## config.mk

```make
export PLATFORM = sky130hd
export DESIGN_NAME = wb_sequencer
export DESIGN_NICKNAME = d
export VERILOG_FILES = /design/src/rtl/wb_sequencer.sv
export SDC_FILE = /design/constraint.sdc
export NUM_CORES = 1
export LEC_CHECK = 0
export BUFFER_PORTS_ARGS = -buffer_cell sky130_fd_sc_hd__clkbuf_2
export CORE_MARGIN = 2
export CORE_UTILIZATION = 53
export DETAILED_ROUTE_END_ITERATION = 7
export HOLD_SLACK_MARGIN = 0.06
export PLACE_DENSITY_LB_ADDON = 0.3
export SLEW_MARGIN = 20
export SYNTH_ARGS = -nofsm -noshare
export SYNTH_HDL_FRONTEND = slang
export SYNTH_SLANG_ARGS = --single-unit
```

## constraint.sdc

```tcl
create_clock -name clk -period 2.65 [get_ports clk]
set_input_delay 0.1325 -clock clk [delete_from_list [all_inputs] [get_ports clk]]
set_output_delay 0.1325 -clock clk [all_outputs]
set_load 0.01 [all_outputs]
```

## src/rtl/wb_sequencer.sv

```systemverilog
// wb_sequencer: writeback-stage sequencer driving an 8-bit register-file write port.
//
// Accepts one writeback request (source select + destination) when idle. It selects the source
// and issues registered register-file writes:
//   sel 0, 5..15 : ALU result,  one write
//   sel 1        : data memory, one write after MEM_LAT cycles of read latency
//   sel 2        : LUT pair,    LSW to dest, then MSW to dest+1 (mod 2^AW)
//   sel 3        : LUT MSW,     one write
//   sel 4        : immediate,   one write
//
// Ports:
//   clk, rst_n                 clock, asynchronous active-low reset
//   wb_valid / wb_ready        request handshake (ready only while idle)
//   wb_sel, wb_dest            source select, destination register
//   alu_in, lut_lsw_in,
//   lut_msw_in, imm_in         sources sampled at accept
//   mem_in                     sampled MEM_LAT cycles after accept
//   rf_we, rf_waddr, rf_wdata  registered register-file write port
//
// Optional feature, macro WB_FWD_EN: adds fwd_valid/fwd_addr/fwd_data, which copy the write
// port for decode-stage bypass, and fwd_pending, which is high while a write is still in flight.
//
// state    | meaning
// ---------+------------------------------------------------------------
// IDLE     | ready for a request; single-cycle sources are written from here
// MEM_WAIT | waiting out data-memory latency; writes mem_in when cnt hits 0
// PAIR_HI  | second half of a LUT pair load; writes captured MSW to dest+1

module wb_sequencer #(
   parameter int DW      = 8,
   parameter int AW      = 3,
   parameter int MEM_LAT = 1
) (
   input  logic          clk,
   input  logic          rst_n,
   input  logic          wb_valid,
   output logic          wb_ready,
   input  logic [3:0]    wb_sel,
   input  logic [AW-1:0] wb_dest,
   input  logic [DW-1:0] alu_in,
   input  logic [DW-1:0] mem_in,
   input  logic [DW-1:0] lut_lsw_in,
   input  logic [DW-1:0] lut_msw_in,
   input  logic [DW-1:0] imm_in,
   output logic          rf_we,
   output logic [AW-1:0] rf_waddr,
   output logic [DW-1:0] rf_wdata
`ifdef WB_FWD_EN
   ,
   output logic          fwd_valid,
   output logic [AW-1:0] fwd_addr,
   output logic [DW-1:0] fwd_data,
   output logic          fwd_pending
`endif
);

   typedef enum logic [1:0] {IDLE, MEM_WAIT, PAIR_HI} state_t;

   localparam logic [2:0] CNT_LOAD = 3'(MEM_LAT - 1);

   state_t        state, state_nxt;
   logic [2:0]    cnt, cnt_nxt;
   logic [AW-1:0] dest_hold, dest_hold_nxt;
   logic [DW-1:0] msw_hold, msw_hold_nxt;
   logic          we_nxt;
   logic [AW-1:0] waddr_nxt;
   logic [DW-1:0] wdata_nxt;

   assign wb_ready = (state == IDLE);

   always_comb begin
      state_nxt     = state;
      cnt_nxt       = cnt;
      dest_hold_nxt = dest_hold;
      msw_hold_nxt  = msw_hold;
      we_nxt        = 1'b0;
      waddr_nxt     = rf_waddr;
      wdata_nxt     = rf_wdata;
      case (state)
         IDLE: begin
            if (wb_valid) begin
               case (wb_sel)
                  4'd1: begin
                     state_nxt     = MEM_WAIT;
                     cnt_nxt       = CNT_LOAD;
                     dest_hold_nxt = wb_dest;
                  end
                  4'd2: begin
                     we_nxt        = 1'b1;
                     waddr_nxt     = wb_dest;
                     wdata_nxt     = lut_lsw_in;
                     msw_hold_nxt  = lut_msw_in;
                     // High half lands in the next register up, wrapping at the top.
                     dest_hold_nxt = wb_dest + AW'(1);
                     state_nxt     = PAIR_HI;
                  end
                  4'd3: begin
                     we_nxt    = 1'b1;
                     waddr_nxt = wb_dest;
                     wdata_nxt = lut_msw_in;
                  end
                  4'd4: begin
                     we_nxt    = 1'b1;
                     waddr_nxt = wb_dest;
                     wdata_nxt = imm_in;
                  end
                  default: begin
                     we_nxt    = 1'b1;
                     waddr_nxt = wb_dest;
                     wdata_nxt = alu_in;
                  end
               endcase
            end
         end
         MEM_WAIT: begin
            if (cnt == 3'd0) begin
               we_nxt    = 1'b1;
               waddr_nxt = dest_hold;
               wdata_nxt = mem_in;
               state_nxt = IDLE;
            end else begin
               cnt_nxt = cnt - 3'd1;
            end
         end
         PAIR_HI: begin
            we_nxt    = 1'b1;
            waddr_nxt = dest_hold;
            wdata_nxt = msw_hold;
            state_nxt = IDLE;
         end
         default: state_nxt = IDLE;
      endcase
   end

   always_ff @(posedge clk or negedge rst_n) begin
      if (!rst_n) begin
         state     <= IDLE;
         cnt       <= '0;
         dest_hold <= '0;
         msw_hold  <= '0;
         rf_we     <= 1'b0;
         rf_waddr  <= '0;
         rf_wdata  <= '0;
      end else begin
         state     <= state_nxt;
         cnt       <= cnt_nxt;
         dest_hold <= dest_hold_nxt;
         msw_hold  <= msw_hold_nxt;
         rf_we     <= we_nxt;
         rf_waddr  <= waddr_nxt;
         rf_wdata  <= wdata_nxt;
      end
   end

`ifdef WB_FWD_EN
   assign fwd_valid   = rf_we;
   assign fwd_addr    = rf_waddr;
   assign fwd_data    = rf_wdata;
   assign fwd_pending = (state != IDLE);
`endif

endmodule

```

# Word-level counts from Yosys, hierarchy flattened
# Cells that the tools add are included.
[word_totals]
reg_bits = 28
inputBits = 50
out_inout_bits = 13
word_cells = 52
[op_classes]
addsub = 2
eq_ne = 12
mux = 21
n_reduce_logical = 10
[op_table]
columns = ["op", "n"]
rows = [
  ["$pmux 8 s4", 1],
  ["$pmux 8 s3", 1],
  ["$mux 3", 6],
  ["$mux 8", 2],
  ["$pmux 3 s2", 2],
  ["$pmux 3 s3", 1],
  ["$reduce_and 3->1", 3],
  ["$eq 4x2->1 const B", 2],
  ["$ne 2x2->1 const B", 4],
  ["$pmux 2 s2", 2],
  ["$reduce_and 4->1", 2],
  ["$eq 4x1->1 const B", 1],
  ["$eq 4x3->1 const B", 1],
  ["$mux 2", 2],
  ["$reduce_bool 2->1", 2],
  ["$add 3x1->3 const B", 1],
  ["$logic_not 3->1", 1],
  ["$mux 1", 3],
  ["$ne 3x1->1 const B", 1],
  ["$pmux 1 s3", 1],
  ["$reduce_bool 3->1", 1],
  ["$sub 3x1->3 const B", 1],
  ["$eq 2x1->1 const B", 1],
  ["$eq 2x2->1 const B", 1],
  ["other kinds (2)", 2],
]

# Logic depth before layout (Yosys ltp)
[depth]
depth_word = 4
ltp_mapped = 8
mapped_depth_nobuf = 7

# Least setup slack after synthesis
# No wires, ideal clock.
[synth_timing]
path_kind = "register to register"
startpoint = "register cnt[0]"
endpoint = "register rf_wdata[7]"
setup_time_ps = 95
arrival_ps = 1725
required_time_ps = 2555
slack_ps = 830
path_stages_with_launch = 9
path_buffers = 1
synth_period_minus_slack_ps = 1820
path_cell_list = "dfrtp_1 inv_1 ha_1 ha_1 nor2b_1 or2_1 or2_1 buf_4 o31ai_1"
[synth_between]
elab_chain_cells = 3
[synth_rtl]
columns = ["item", "line_no", "rtl"]
rows = [
  ["from (decl)", "62", "logic [2:0] cnt, cnt_nxt;"],
  ["from (signal assigned)", "146", "cnt <= cnt_nxt;"],
  ["$logic_not 3->1", "116", "if (cnt == 3'd0) begin"],
  ["$ne 2x2->1 (no source line)", "n/a", ""],
  ["$reduce_and 4->1 (no source line)", "n/a", ""],
  ["to (signal assigned)", "151", "rf_wdata <= wdata_nxt;"],
  ["to (decl)", "47", "output logic [DW-1:0] rf_wdata"],
]
# No other way between the ends.
# A chain may end at the register's enable or synchronous reset.

# Worst setup path in the final report
[layout_timing]
startpoint = "register state[1]"
endpoint = "register rf_wdata[3]"
[layout_between]
elab_chain_cells = 3
word_cells_on_any_way = 9
classes_between = "eq/ne: 5; mux: 1; reduce/logical: 3"
[layout_rtl]
columns = ["item", "line_no", "rtl"]
rows = [
  ["from (decl)", "61", "state_t state, state_nxt;"],
  ["from (signal assigned)", "145", "state <= state_nxt;"],
  ["$eq 2x1->1, or another cell as far along", "79", "case (state)"],
  ["$ne 2x2->1 (no source line) or $reduce_bool 3->1 (tied branches)", "n/a", ""],
  ["$reduce_and 4->1 (no source line)", "n/a", ""],
]
# Parallel ways exist; a longest one is shown, timed or not.

==> qor.yml <==
status: "complete, no violations"
multi_input_area_um2: 1000
relSlewSlack_pct: 54.0
grt_pass1_vias: 1452
arrival_ns: 2.40
drv_cap: 0
synthCells: 180
final_max_slew_viol_count: 0
hold_depth: 2
hold_buffers: 4
power_leakage_nw: 1.10
endpoint_kind: "flip-flop"
worst_pin_slew_ns: 0.690
ios: 63
core-area_um2: 3280
synth_top_area_share_pct: 39.5
hold_violations: 0
ir_drop_uv: 525
critPathLaunchType: "flip-flop"
dp_hpwl_um: 3530
utilization_pct: 68.3
yosysMostFrequentCell: "dfrtp_1"
critPathKind: "reg -> reg"
yosysTopAreaCell: "dfrtp_1"
p_per_area_nw_per_um2: 954
n_antenna_cell: 0
vias_per_cell: 5.73
cts_buffers: 3
required_ns: 2.89
syn_to_final_growth_pct: 26.3
finalCritPeriodShare_pct: 81.6
finClkSkew_ns: 0.0108
hold_path_end: "msw_hold[0]"
async_reset_ff_share_pct: 100
port-buffer-count: 62
vias: 1673
dp.cells: 281
grt_pass1_wl_um: 6970
synth_edf_count: 0
grt_usage_pct: 25.2
hold_start: "lut_msw_in[0]"
whs_ns: 0.0590
cts.sink_count: 28
die_w_um: 61.9
stdcell_area_um2: 2240
root_buffer: "clkbuf_4"
ys_ff_latch: 28
timing.rr.start: "state[1]"
setup_violations: 0
first_iter_violations: 106
clk-insertion-delay-late_ns: 0.33
fin_nets: 305
antenna_found_initial: 0
wl_per_cell_um: 16.0
grt-ovfl-total: 0
synth_flop_cell: "dfrtp_1"
seq_area_um2: 701
ctsResizeCount: 0
synthTopCellsByCount: "dfrtp_1, nand2_1, a21oi_1"
fin_setup_tns_ns: 0
syn-num-nets: 238
critPathMaxFanout: 14
clock.fmax_mhz: 462
hold_class: "in -> reg"
start_util_pct: 54.1
grt_setup_unrepaired: "no"
worst-r2r-setup-slack_ns: 0.49
cts_tree: "yes"
clk_pin_slew_ns: 0.16
num_rows: 21
period_minus_slack_ns: 2.16
htree_levels: 1
r2r_cells: 6
final_antenna_net_count: 0
reg2reg_to: "rf_wdata[3]"
grt_max_degree: 29
post-cts-setup-buffers: 0
avgSynthCellArea_um2: 9.86
synth_area_um2: 1780
drive_above_1_share_pct: 34.1
gp_congestion: 0.844
clock_path_buffers: 2
fin_cells: 292
dr.pass1.iters: 6
dpl_cell_area_um2: 2120
netlist_top_cells_area: "dfrtp_1, a22o_1, ha_1"
drt_wl_total_um: 4660
drt_drc_violations_left: 0
die-area_um2: 3830
yosysUniqueCellTypes: 36
fill_cells: 265
synth-seq-area-share_pct: 39.5
yosys_warnings: 0
die-height_um: 61.9
## critical path, cell delays in order (launching register included)
cell     delay (ns)
dfrtp_1        0.44
inv_1          0.11
ha_1           0.36
nor2b_1        0.25
or2_1          0.24
or2_1          0.35
o31ai_1        0.33
## stage by stage
step / worst slack [ns] / total power, mW
final: 0.487 / 2.14
after global routing: 0.308 / 2.32
after CTS: 0.495 / 2.12
after detailed placement: 0.527 / 1.84
after global placement: 0.655 / 1.82
after floorplan: 0.830 / 1.50
## worst max-delay path by stage
| stage | start | endpoint | slack [ns] | cells after the start |
|---|---|---|---|---|
| 6_report | state[1] | rf_wdata[3] | 0.49 | 6 |
| 5_1_grt | state[1] | rf_wdata[4] | 0.31 | 6 |
| 4_1_cts | state[1] | rf_wdata[3] | 0.49 | 6 |
| 3_5_place_dp | state[1] | rf_wdata[3] | 0.53 | 6 |
| 3_3_place_gp | state[1] | rf_wdata[3] | 0.66 | 6 |
| 2_1_floorplan | cnt[0] | rf_wdata[7] | 0.83 | 8 |
## metal layers
layer | vias to the layer above | track usage (%) | part of all wire [%]
li1 | 805 | - | -
met1 | 780 | 38.9 | 45
met2 | 80 | 35.2 | 46
met3 | 8 | 4.14 | 7.6
met4 | 0 | 9.12 | 1.1
met5 | - | 0 | 0
## layout by cell type, fill, tap and decap left out, types with 2 or more instances in the layout
cell type       n
clkbuf_4        3
buf_4           4
or2_1           2
ha_1            8
a22o_1         13
nor4b_4         2
a21o_1          8
clkbuf_2       62
a21oi_1        14
mux2i_1         4
dlygate4sd3_1   7
o21bai_1        2
inv_1           5
nor2_1          5
o31ai_1        10
o21ai_0        12
nand2_1        21
nor2b_1         3
mux2_2          8
o21ai_1         3
a221oi_1        8
dfrtp_1        28
## sequential cells by signal, indices dropped and copies added (netlist names)
register	count
rf_wdata	8
dest_hold	3
cnt	3
rf_we	1
state	2
rf_waddr	3
msw_hold	8
## report_power, final
group / total [mW] / internal [mW] / switching [mW]
logic: 1.14 / 0.503 / 0.636
clock network: 0.282 / 0.153 / 0.129
registers: 0.717 / 0.613 / 0.104
total: 2.14 / 1.27 / 0.869
## cell families (layout without fill, tap and decap cells)
| logic type | Yosys count | count (layout) | synth area share (%) |
|---|---|---|---|
| simple gates | 39 | 39 | 12.7 |
| flops | 28 | 28 | 39.5 |
| xor+xnor | 2 | 2 | 0.987 |
| buf+inv | 16 | 82 | 4.09 |
| mux | 12 | 12 | 7.33 |
| compound gates | 75 | 75 | 29.8 |
| fa+ha+maj | 8 | 8 | 5.64 |
## area by class of cell
type                       instances  area share [%]
clock buffer                       3            1.00
clock inverter                     1            1.34
inverter                           5           0.837
multi-input combinational        136            44.7
sequential                        28            31.3
tap                               46            2.57
timing repair buffer              73            18.3
Power figures use the tool's default switching activity.
